`src/rtl/zbus_strobe.sv`:
```
// ZX-bus strobe front end: synchronizes and deglitches the Z80 I/O strobes and
// turns each filtered bus cycle into one single-clock read or write strobe.
module zbus_strobe #(
    parameter int SYNC_STAGES = 2,
    parameter int FILT_LEN    = 2,
    parameter int ADDR_W      = 2
) (
    input  logic              clk,
    input  logic              rst,
    input  logic              ziorq_n,
    input  logic              zrd_n,
    input  logic              zwr_n,
    input  logic              port_sel,
    input  logic [ADDR_W-1:0] za_low,
    input  logic [7:0]        zd_in,
    output logic              rd_stb,
    output logic              wr_stb,
    output logic [ADDR_W-1:0] stb_addr,
    output logic [7:0]        stb_data,
    output logic              cyc_active,
    output logic              cyc_err
);

    localparam int SYNC_W = 4 + ADDR_W + 8;
    localparam int CNT_W  = (FILT_LEN < 1) ? 1 : $clog2(FILT_LEN + 1);
    localparam int SETTLE = SYNC_STAGES + FILT_LEN;
    localparam int SET_W  = $clog2(SETTLE + 1);

    localparam logic [SYNC_W-1:0] SYNC_IDLE  = {3'b111, 1'b0, {(ADDR_W + 8){1'b0}}};
    localparam logic [CNT_W-1:0]  FILT_LAST  = CNT_W'(FILT_LEN - 1);
    localparam logic [SET_W-1:0]  SETTLE_CNT = SET_W'(SETTLE);

    typedef enum logic [1:0] {
        IDLE     = 2'd0,
        READ     = 2'd1,
        WRITE    = 2'd2,
        WAIT_END = 2'd3
    } state_t;

    // ------------------------------------------------------------------
    // Input synchronizer: all async pins travel together as one vector.
    // ------------------------------------------------------------------
    logic [SYNC_W-1:0]                  pins;
    logic [SYNC_STAGES-1:0][SYNC_W-1:0] sync_q;
    logic [SYNC_W-1:0]                  sync_out;

    assign pins = {ziorq_n, zrd_n, zwr_n, port_sel, za_low, zd_in};

    always_ff @(posedge clk or posedge rst) begin
        if (rst) begin
            sync_q <= {SYNC_STAGES{SYNC_IDLE}};
        end else begin
            sync_q <= {sync_q[SYNC_STAGES-2:0], pins};
        end
    end

    assign sync_out = sync_q[SYNC_STAGES-1];

    logic              iorq_s;
    logic              rd_s;
    logic              wr_s;
    logic              sel_s;
    logic [ADDR_W-1:0] za_s;
    logic [7:0]        zd_s;
    logic              raw_rd;
    logic              raw_wr;

    assign iorq_s = sync_out[SYNC_W-1];
    assign rd_s   = sync_out[SYNC_W-2];
    assign wr_s   = sync_out[SYNC_W-3];
    assign sel_s  = sync_out[SYNC_W-4];
    assign za_s   = sync_out[8 +: ADDR_W];
    assign zd_s   = sync_out[7:0];

    assign raw_rd = !iorq_s && !rd_s && sel_s;
    assign raw_wr = !iorq_s && !wr_s && sel_s;

    // ------------------------------------------------------------------
    // Deglitch filters; bit 0 is the read request, bit 1 the write request.
    // ------------------------------------------------------------------
    logic [1:0] raw_req;
    logic [1:0] filt_req;

    assign raw_req = {raw_wr, raw_rd};

    genvar gi;
    generate
        for (gi = 0; gi < 2; gi++) begin : g_filt
            logic [CNT_W-1:0] cnt_q;
            logic             f_q;

            // The flag flips on the edge where the disagreement run reaches FILT_LEN.
            always_ff @(posedge clk or posedge rst) begin
                if (rst) begin
                    cnt_q <= '0;
                    f_q   <= 1'b0;
                end else if (raw_req[gi] == f_q) begin
                    cnt_q <= '0;
                end else if (cnt_q == FILT_LAST) begin
                    cnt_q <= '0;
                    f_q   <= ~f_q;
                end else begin
                    cnt_q <= cnt_q + 1'b1;
                end
            end

            assign filt_req[gi] = f_q;
        end
    endgenerate

    logic f_rd;
    logic f_wr;

    assign f_rd = filt_req[0];
    assign f_wr = filt_req[1];

    // ------------------------------------------------------------------
    // After reset the filters start inactive even if a cycle is under way;
    // WAIT_END is held until the pipeline has seen the real pin state.
    // ------------------------------------------------------------------
    logic [SET_W-1:0] settle_q;
    logic             settled;

    assign settled = (settle_q == SETTLE_CNT);

    always_ff @(posedge clk or posedge rst) begin
        if (rst) begin
            settle_q <= '0;
        end else if (!settled) begin
            settle_q <= settle_q + 1'b1;
        end
    end

    // ------------------------------------------------------------------
    // Cycle FSM with registered strobes.
    // ------------------------------------------------------------------
    state_t state_q;

    always_ff @(posedge clk or posedge rst) begin
        if (rst) begin
            state_q    <= WAIT_END;
            rd_stb     <= 1'b0;
            wr_stb     <= 1'b0;
            cyc_err    <= 1'b0;
            cyc_active <= 1'b0;
        end else begin
            rd_stb  <= 1'b0;
            wr_stb  <= 1'b0;
            cyc_err <= 1'b0;
            case (state_q)
                IDLE: begin
                    if (f_rd && f_wr) begin
                        state_q    <= WAIT_END;
                        cyc_err    <= 1'b1;
                        cyc_active <= 1'b1;
                    end else if (f_rd) begin
                        state_q    <= READ;
                        rd_stb     <= 1'b1;
                        cyc_active <= 1'b1;
                    end else if (f_wr) begin
                        state_q    <= WRITE;
                        cyc_active <= 1'b1;
                    end
                end
                READ: begin
                    if (f_wr) begin
                        state_q <= WAIT_END;
                        cyc_err <= 1'b1;
                    end else if (!f_rd) begin
                        state_q    <= IDLE;
                        cyc_active <= 1'b0;
                    end
                end
                WRITE: begin
                    if (f_rd) begin
                        state_q <= WAIT_END;
                        cyc_err <= 1'b1;
                    end else if (!f_wr) begin
                        state_q    <= IDLE;
                        wr_stb     <= 1'b1;
                        cyc_active <= 1'b0;
                    end
                end
                default: begin
                    if (settled && !f_rd && !f_wr) begin
                        state_q    <= IDLE;
                        cyc_active <= 1'b0;
                    end
                end
            endcase
        end
    end

    // ------------------------------------------------------------------
    // Address / data capture.
    // ------------------------------------------------------------------
    logic              leave_idle;
    logic [ADDR_W-1:0] stb_addr_d;
    logic [7:0]        stb_data_d;

    assign leave_idle = (state_q == IDLE) && (f_rd || f_wr);

    always_comb begin
        stb_addr_d = stb_addr;
        stb_data_d = stb_data;
        if (leave_idle) begin
            stb_addr_d = za_s;
        end
        // Track data through the whole write so the last low-WR sample wins.
        if ((state_q == WRITE) && raw_wr) begin
            stb_data_d = zd_s;
        end
    end

    always_ff @(posedge clk or posedge rst) begin
        if (rst) begin
            stb_addr <= '0;
            stb_data <= '0;
        end else begin
            stb_addr <= stb_addr_d;
            stb_data <= stb_data_d;
        end
    end

endmodule

```
`config.mk`:
```
export PLATFORM = sky130hd
export DESIGN_NAME = zbus_strobe
export DESIGN_NICKNAME = d
export VERILOG_FILES = /design/src/rtl/zbus_strobe.sv
export SDC_FILE = /design/constraint.sdc
export NUM_CORES = 1
export LEC_CHECK = 0
export BUFFER_PORTS_ARGS = -buffer_cell sky130_fd_sc_hd__buf_2
export CELL_PAD_IN_SITES_DETAIL_PLACEMENT = 1
export CELL_PAD_IN_SITES_GLOBAL_PLACEMENT = 2
export CORE_MARGIN = 10
export CORE_UTILIZATION = 34
export DETAILED_ROUTE_END_ITERATION = 8
export PLACE_DENSITY_LB_ADDON = 0.1
export SYNTH_ARGS = -nofsm -noshare
export SYNTH_HDL_FRONTEND = slang
export SYNTH_SLANG_ARGS = --single-unit
```
`constraint.sdc`:
```
create_clock -name clk -period 1.7 [get_ports clk]
set_input_delay 0.34 -clock clk [delete_from_list [all_inputs] [get_ports clk]]
set_output_delay 0.34 -clock clk [all_outputs]
set_load 0.05 [all_outputs]
```
==> results.json <==
{
  "post-place-cells": 230,
  "synth_top_area_cell": "dfrtp_1",
  "ir_drop_v": 0.000759,
  "hold_viol": 0,
  "drt_iter0_markers": 27,
  "yosysWarnings": 0,
  "area_delta_synth_final_pct": 22.5,
  "die_width_um": 94.4,
  "maxSlewViolCount": 0,
  "max_stage_delay_ps": 570,
  "fmax_mhz": 610,
  "clk_pin_slew_ps": 90,
  "synth_top_area_frac": 0.598,
  "cap_viol_max_count": 0,
  "cp.required_ps": 1930,
  "slew_headroom": 0.748,
  "cts_buffer_depth": 2,
  "firstDrtPassIters": 4,
  "num_vias": 1043,
  "ys_ff_latch": 53,
  "skew_ps": 6.10,
  "nNetsFinal": 189,
  "n_antenna_cell": 0,
  "dieArea_um2": 8910,
  "ant_nets": 0,
  "die_h_um": 94.4,
  "dp_hpwl_mm": 2.42,
  "gp_congestion": 0.731,
  "clock_power_share": 0.171,
  "fp-row-count": 27,
  "finalCritPeriodShare": 0.964,
  "worst_slew_pin_slew_ps": 378,
  "num_io_pins": 30,
  "htreeDepth": 2,
  "antenna_found_initial": 0,
  "first_global_vias": 1204,
  "p_leak_nw": 1.07,
  "final_common_cell": "dfrtp_1",
  "ys_top_cells_by_area": "dfrtp_1 60%, dfstp_2 11%, mux2_2 7.2%",
  "ys_seq_area_frac": 0.710,
  "place_ws_ps": -8.53,
  "holdCritPathClass": "primary input to asynchronous set/reset pin",
  "grt_pass1_wl_mm": 5.64,
  "fin_cells": 240,
  "switching_power_w": 0.00160,
  "crit_path_top_delay_cell": "dfstp_2",
  "initial_core_util": 0.346,
  "syn_area_um2": 1880,
  "path_cells": "inv_2 -> ha_4 -> buf_6 -> a311oi_4 -> nor3_4 -> mux2_4",
  "p_total_w": 0.00405,
  "tritoncts": "built",
  "path_class": "flip-flop to flip-flop",
  "seq_power_share": 0.417,
  "syn_nets": 148,
  "clockRootBuffer": "clkbuf_8",
  "grt_max_degree": 54,
  "synthDistinctLibCells": 25,
  "intPower_w": 0.00245,
  "grt_usage": 0.0821,
  "cp_num_buf_inv": 2,
  "cts.sinks": 53,
  "final.min_clock_period_ps": 1640,
  "final.fill_count": 573,
  "power.density_nw_per_um2": 1760,
  "synth.avg_cell_area_um2": 14.9,
  "worstPathMaxFanout": 5,
  "overflow": 0,
  "wl_per_cell_um": 14.1,
  "clock_latency_ps": 300,
  "status": "finished clean",
  "drt_wl_total_mm": 3.38,
  "arrival_ps": 1870,
  "final_area_um2": 2300,
  "drive_gt1_frac": 0.458,
  "coreArea_um2": 5440,
  "final_cell_mix": "45 x dfrtp_1, 29 x buf_2, 12 x mux2_2",
  "place_area_um2": 2160,
  "setup_slack_ps": 60.5,
  "netlist_instances": 126,
  "io_buffers": 29,
  "p_sw_frac": 0.394,
  "numCtsBuffers": 5,
  "vias_per_cell": 4.35,
  "start_kind": "flip-flop",
  "drc_errors": 0,
  "cp_top_family": "flip-flops",
  "combPwrFrac": 0.412,
  "setup_violations": 0,
  "end_kind": "flip-flop"
}
==> cell type report <==
class / instances / area, µm² / area share
inverters: 5 / 18.8 / 0.00814
repair buffers: 37 / 234 / 0.102
well taps: 72 / 90.1 / 0.0391
multi-input cells: 65 / 539 / 0.234
clock inverters: 2 / 13.8 / 0.00597
flip-flops and latches: 53 / 1340 / 0.580
clock buffers: 6 / 72.6 / 0.0315
==> power groups by stage <==
stage	Sequential [W]	Combinational [W]	Clock [W]
detailed placement	0.00171	0.00151	0
floorplan	0.00219	0.000663	0
global placement	0.00170	0.00147	0
finish	0.00169	0.00167	0.000693
global route	0.00172	0.00181	0.000803
CTS	0.00169	0.00160	0.000735
==> synth_stat cells (all sizes together) <==
cell,n
inv,5
a31oi,1
a21oi,3
o21ai,7
dfrtp,45
a311oi,1
buf,3
ha,6
dfstp,8
nor2,9
xnor2,3
nor3,2
mux2,14
or2b,1
and2,5
nand2,8
nor2b,2
and2b,1
nor3b,2
==> metal layers <==
metal	routed length, µm	part of all wire	global-route usage	vias to the layer above
met5	0	0	0	-
met3	246	0.073	0.0412	5
met2	1680	0.50	0.138	23
li1	-	-	-	490
met4	59	0.017	0.0342	0
met1	1390	0.41	0.0854	525
==> kinds of logic after synthesis <==
group / share of synthesized area
flops: 0.710
simple gates: 0.0864
mux: 0.0838
compound gates: 0.0399
buf+inv: 0.0259
fa+ha+maj: 0.0399
xor+xnor: 0.0140
==> state kept, by name, indices dropped and copies added, names as in the netlist <==
| name | cells |
|---|---|
| cyc_active | 1 |
| g_filt.cnt_q | 4 |
| stb_data | 8 |
| wr_stb | 1 |
| state_q | 2 |
| sync_q | 14 |
| f_rd | 1 |
| rd_stb | 1 |
| f_wr | 1 |
| stb_addr | 2 |
| cyc_err | 1 |
| sync_out | 14 |
| settle_q | 3 |
==> path summary, 6_finish.rpt <==
kind / end / slack [ps] / start / depth (start not counted)
max reg2reg: state_q[1]$_DFFE_PP1P_ / 60 / state_q[1]$_DFFE_PP1P_ / 6
min in group clk: sync_q[13]$_DFF_PP1_ / 130 / ziorq_n / 1
max: state_q[1]$_DFFE_PP1P_ / 60 / state_q[1]$_DFFE_PP1P_ / 6
max in group asynchronous: sync_q[12]$_DFF_PP1_ / 1350 / rst / 3
min reg2reg: sync_out[9]$_DFF_PP0_ / 360 / sync_q[9]$_DFF_PP0_ / 0
min: sync_q[9]$_DFF_PP0_ / 70 / rst / 3
==> tightest hold or removal path, delay by kind of cell <==
| kind | cells | cell delay [ps] |
|---|---|---|
| buffers and inverters | 3 | 420 |
==> per-stage QoR <==
| stage | setup TNS (ps) | utilization | hold slack [ps] |
|---|---|---|---|
| after global placement | 0 | 0.397 | 332 |
| after global routing | -1.57 | 0.424 | 75.3 |
| final | 0 | 0.424 | 68.2 |
| after floorplan | 0 | - | 331 |
| after detailed placement | -13.5 | 0.397 | 337 |
| after CTS | 0 | 0.418 | 69.8 |
==> repair_timing <==
action | CTS | global route
pin swaps | 2 | 1
hold buffers | 0 | 0
buffers inserted | 1 | 1
resized for setup | 6 | 4
endpoints found under the setup margin | 2 | 2
Power figures use the tool's default switching activity.
